`src/rtl/mux_arb_pkg.sv`:
```
// Shared constants for the round-robin mux arbiter: output-stage states and requester indices.
package mux_arb_pkg;
  localparam logic ST_EMPTY = 1'b0;
  localparam logic ST_FULL  = 1'b1;
  localparam logic SRC_IN0  = 1'b0;
  localparam logic SRC_IN1  = 1'b1;
endpackage

```
`src/rtl/mux_data_8b.sv`:
```
// Shared 2:1 datapath mux; sel=0 passes in0, sel=1 passes in1.
module mux_data_8b #(
  parameter int DATA_W = 8
) (
  input  logic [DATA_W-1:0] in0,
  input  logic [DATA_W-1:0] in1,
  input  logic              sel,
  output logic [DATA_W-1:0] out
);
  assign out = sel ? in1 : in0;
endmodule

```
`src/rtl/mux_arbiter_8b.sv`:
```
// Round-robin arbiter for two valid/ready requesters sharing mux_data_8b, with a one-entry output stage.
// Define MUX_ARB_STATS_EN to add saturating per-requester grant counters (grant_cnt0/grant_cnt1).
import mux_arb_pkg::*;

module mux_arbiter_8b #(
  parameter int DATA_W = 8,
  parameter int CNT_W  = 16
) (
  input  logic              clk,
  input  logic              rst,
  input  logic              in0_valid,
  input  logic [DATA_W-1:0] in0_data,
  output logic              in0_ready,
  input  logic              in1_valid,
  input  logic [DATA_W-1:0] in1_data,
  output logic              in1_ready,
  output logic              sel,
  output logic              out_valid,
  output logic [DATA_W-1:0] out_data,
  output logic              out_src,
  input  logic              out_ready
`ifdef MUX_ARB_STATS_EN
  ,
  output logic [CNT_W-1:0]  grant_cnt0,
  output logic [CNT_W-1:0]  grant_cnt1
`endif
);

  logic              state_q, state_d;
  logic              last_grant_q, last_grant_d;
  logic [DATA_W-1:0] out_data_q, out_data_d;
  logic              out_src_q, out_src_d;
  logic [DATA_W-1:0] mux_out;
  logic              winner, any_req, can_accept, accept;

  assign any_req    = in0_valid | in1_valid;
  assign can_accept = (state_q == ST_EMPTY) | out_ready;
  // With both requesting, the one that did not win last time gets the grant.
  assign winner     = (in0_valid & in1_valid) ? ~last_grant_q :
                      (in1_valid ? SRC_IN1 : SRC_IN0);
  assign sel        = any_req ? winner : SRC_IN0;
  assign in0_ready  = can_accept & in0_valid & (winner == SRC_IN0);
  assign in1_ready  = can_accept & in1_valid & (winner == SRC_IN1);
  assign accept     = in0_ready | in1_ready;

  mux_data_8b #(.DATA_W(DATA_W)) u_mux (
    .in0 (in0_data),
    .in1 (in1_data),
    .sel (sel),
    .out (mux_out)
  );

  always_ff @(posedge clk or posedge rst) begin
    if (rst) begin
      state_q      <= ST_EMPTY;
      last_grant_q <= SRC_IN1;
      out_data_q   <= '0;
      out_src_q    <= SRC_IN0;
    end else begin
      state_q      <= state_d;
      last_grant_q <= last_grant_d;
      out_data_q   <= out_data_d;
      out_src_q    <= out_src_d;
    end
  end

  always_comb begin
    state_d = state_q;
    case (state_q)
      ST_EMPTY: if (accept) state_d = ST_FULL;
      ST_FULL:  if (out_ready && !accept) state_d = ST_EMPTY;
    endcase
  end

  // Priority only rotates on an actual transfer, so idle cycles keep fairness intact.
  always_comb begin
    last_grant_d = last_grant_q;
    out_data_d   = out_data_q;
    out_src_d    = out_src_q;
    if (accept) begin
      last_grant_d = winner;
      out_data_d   = mux_out;
      out_src_d    = winner;
    end
  end

  always_comb begin
    out_valid = (state_q == ST_FULL);
    out_data  = out_data_q;
    out_src   = out_src_q;
  end

`ifdef MUX_ARB_STATS_EN
  logic [CNT_W-1:0] cnt0_q, cnt1_q;

  always_ff @(posedge clk or posedge rst) begin
    if (rst) begin
      cnt0_q <= '0;
      cnt1_q <= '0;
    end else begin
      if (in0_ready && (cnt0_q != '1)) cnt0_q <= cnt0_q + CNT_W'(1);
      if (in1_ready && (cnt1_q != '1)) cnt1_q <= cnt1_q + CNT_W'(1);
    end
  end

  assign grant_cnt0 = cnt0_q;
  assign grant_cnt1 = cnt1_q;
`endif

endmodule
```
`config.mk`:
```
export PLATFORM = sky130hd
export DESIGN_NAME = mux_arbiter_8b
export DESIGN_NICKNAME = d
export VERILOG_FILES = /design/src/rtl/mux_arb_pkg.sv /design/src/rtl/mux_data_8b.sv /design/src/rtl/mux_arbiter_8b.sv
export SDC_FILE = /design/constraint.sdc
export NUM_CORES = 1
export LEC_CHECK = 0
export ABC_CLOCK_PERIOD_IN_PS = 4500
export BUFFER_PORTS_ARGS = -buffer_cell sky130_fd_sc_hd__buf_4
export CORE_UTILIZATION = 44
export CTS_CLUSTER_DIAMETER = 60
export CTS_CLUSTER_SIZE = 25
export DETAILED_ROUTE_END_ITERATION = 8
export PLACE_DENSITY_LB_ADDON = 0.15
export SLEW_MARGIN = 40
export SYNTH_ARGS = -nofsm -noshare
export SYNTH_HDL_FRONTEND = slang
export SYNTH_SLANG_ARGS = --single-unit
```
`constraint.sdc`:
```
create_clock -name clk -period 4.5 [get_ports clk]
set_input_delay 0.9 -clock clk [delete_from_list [all_inputs] [get_ports clk]]
set_output_delay 0.9 -clock clk [all_outputs]
set_load 0.05 [all_outputs]
```
==> results.py <==
metrics = {
    "detailed_routing": {
        "dr.pass1.iters": 4,
        "vias_per_cell": 4.94,
        "wire_per_inst_um": 12.4,
        "ant_nets": 0,
        "num_vias": 445,
        "routed_wl_mm": 1.12,
        "drtIter0Drc": 7,
        "post-route-drc-count": 0,
    },
    "yosys": {
        "ys_types": 15,
        "synth_area_leader_cell": "dfrtp_1",
        "synth_warnings": 0,
        "synth_top_area_share": 0.439,
        "yosysSeqAreaShare": 0.485,
        "synth_area_leaders": "dfrtp_1, mux2_4, mux2_2",
        "syn_area_sq_um": 571,
        "avgSynthCellArea_sq_um": 14.3,
        "synthCells": 40,
        "ys_ff_latch": 11,
        "syn_nets": 61,
    },
    "place": {
        "pre_cts_ws_ns": 1.58,
        "io_buffers": 33,
        "routabilityCongestion": 0.595,
    },
    "cts": {
        "ctsHoldBuffers": 0,
        "cts.sinks": 11,
        "clk_pin_slew_worst_paths_ns": 0.07,
        "cts_max_level": 1,
        "cts_buffer_depth": 2,
        "numCtsBuffers": 3,
        "clk_latency_ns": 0.26,
        "post-cts-setup-buffer-count": 0,
        "cts_tree": "built",
        "root_buffer": "clkbuf_4",
        "cts_resized": 0,
    },
    "layout": {
        "layout_common_cells": "buf_4, dfrtp_1, mux2_4, mux2_2, clkbuf_4",
        "insertedDiodeCount": 0,
        "fillers": 91,
        "syn_to_final_growth_pct": 49.1,
        "drive_above_1_share": 0.711,
        "nNetsFinal": 98,
        "mostFrequentLayoutCell": "buf_4",
    },
    "die": {
        "coreArea_sq_mm": 0.00116,
        "die_area_sq_mm": 0.00144,
        "die_x_um": 38.0,
        "rows": 12,
        "pin_count": 34,
        "initial_core_util": 0.494,
        "die_h_um": 38.0,
    },
    "global_route": {
        "grt_max_degree": 12,
        "grt_usage": 0.182,
        "grt_first_pass_wirelength_mm": 1.70,
        "antenna_found_initial": 0,
        "first_global_vias": 405,
        "overflow": 0,
    },
    "timing": {
        "finalSetupTns_ns": 0,
        "worst-slew-pin-transition_ns": 0.457,
        "setup_viol": 0,
        "drv_slew": 0,
        "maxSlewHeadroom": 0.695,
        "fmax_mhz": 345,
        "finalCriticalPeriod_ns": 2.90,
        "skew_ns": 0.000617,
        "setup_slack_ns": 1.60,
        "post-route-period-util": 0.645,
        "rsz0062_at_grt": "false",
        "hold_viol": 0,
    },
    "critical_path": {
        "worstSetupPathType": "in -> out",
        "arrival_ns": 2.00,
        "critPathMaxStageDelay_ns": 0.46,
        "crit_top_cell": "buf_4",
        "critPathBufInv": 3,
        "slowest_stage": "a21bo_1",
        "worst_setup_path_start_kind": "input pin",
        "cpLargestDelayFamily": "compound AO/OA/AOI/OAI gates",
        "worstPathRequired_ns": 3.60,
        "crit_path_max_fanout": 9,
        "cp_cell_sequence": "buf_4, a21bo_1, inv_1, and2_1, buf_4",
        "crit_path_end_kind": "output port",
    },
    "outcome": {
        "outcome": "complete, no violations",
    },
    "job": {
        "drv_cap": 0,
    },
    "pwr": {
        "p_leak_nw": 0.448,
        "ir_worst_vdd_mv": 0.222,
        "power_density_mw_per_mm2": 433,
        "total_power_mw": 0.368,
    },
    "min_path": {
        "hold_class": "reg -> reg",
    },
}
==> sequential cells by signal (all words and copies together), names as in the netlist <==
| register | flops |
|---|---|
| out_data | 8 |
| last_grant_q | 1 |
| out_src | 1 |
| out_valid | 1 |
==> final timing paths <==
kind / startpoint / end / slack (ns) / depth (start not counted)
worst max-delay path: in1_valid / in1_ready / 1.60 / 5
worst min-delay path: out_data[2] / out_data[2] / 0.51 / 1
worst max register to register: last_grant_q / out_data[0] / 2.83 / 3
worst min register to register: out_data[2] / out_data[2] / 0.51 / 1
max in group asynchronous: rst / last_grant_q / 3.55 / 2
min in group asynchronous: rst / out_data[5] / 0.62 / 2
==> area by class of cell <==
cell class                 count  area (sq um)  share of cell area
timing repair buffer          33           248               0.291
tap                           14          17.5              0.0206
multi-input combinational     26           275               0.324
clock buffer                   4          26.3              0.0309
sequential                    11           277               0.325
inverter                       2          7.51             0.00882
==> routing by layer <==
layer / vias up / global-route usage / part of all wire
li1: 212 / - / -
met1: 208 / 0.176 / 0.38
met2: 25 / 0.349 / 0.55
met3: 0 / 0.0523 / 0.075
met4: 0 / 0.0804 / 0
met5: - / 0 / 0
==> stage by stage <==
step	instance area, sq um	instances	hold slack, ns	util
3_5_place_dp	825	86	0.496	0.713
4_1_cts	851	90	0.512	0.736
6_report	851	90	0.508	0.736
3_3_place_gp	825	86	0.466	0.713
2_1_floorplan	571	40	0.554	-
5_1_grt	851	90	0.531	0.736
==> power breakdown <==
group / internal (mW) / total (mW) / leakage, nW / switching [mW]
Combinational: 0.0679 / 0.172 / 0.307 / 0.104
Sequential: 0.120 / 0.131 / 0.126 / 0.0104
Clock: 0.0343 / 0.0660 / 0.0150 / 0.0318
Total: 0.222 / 0.368 / 0.448 / 0.146
==> cells in the mapped netlist <==
library cell   n
dfrtp_1       10
mux2_2         8
mux2_4         8
inv_1          2
nand2_1        2
a21bo_1        1
a21o_1         1
a22o_1         1
and2_1         1
buf_6          1
dfstp_2        1
nand2b_1       1
nor2_1         1
nor2b_1        1
o21ai_2        1
==> logic make-up (layout without fill, tap and decap cells) <==
group | after synthesis | after routing | share of synthesized area
flip-flops | 11 | 11 | 0.485
multiplexers | 16 | 16 | 0.368
buffers and inverters | 3 | 39 | 0.0329
AO/OA/AOI/OAI | 4 | 4 | 0.0614
AND/OR/NAND/NOR | 6 | 6 | 0.0527
(Power assumes the default switching activity.)
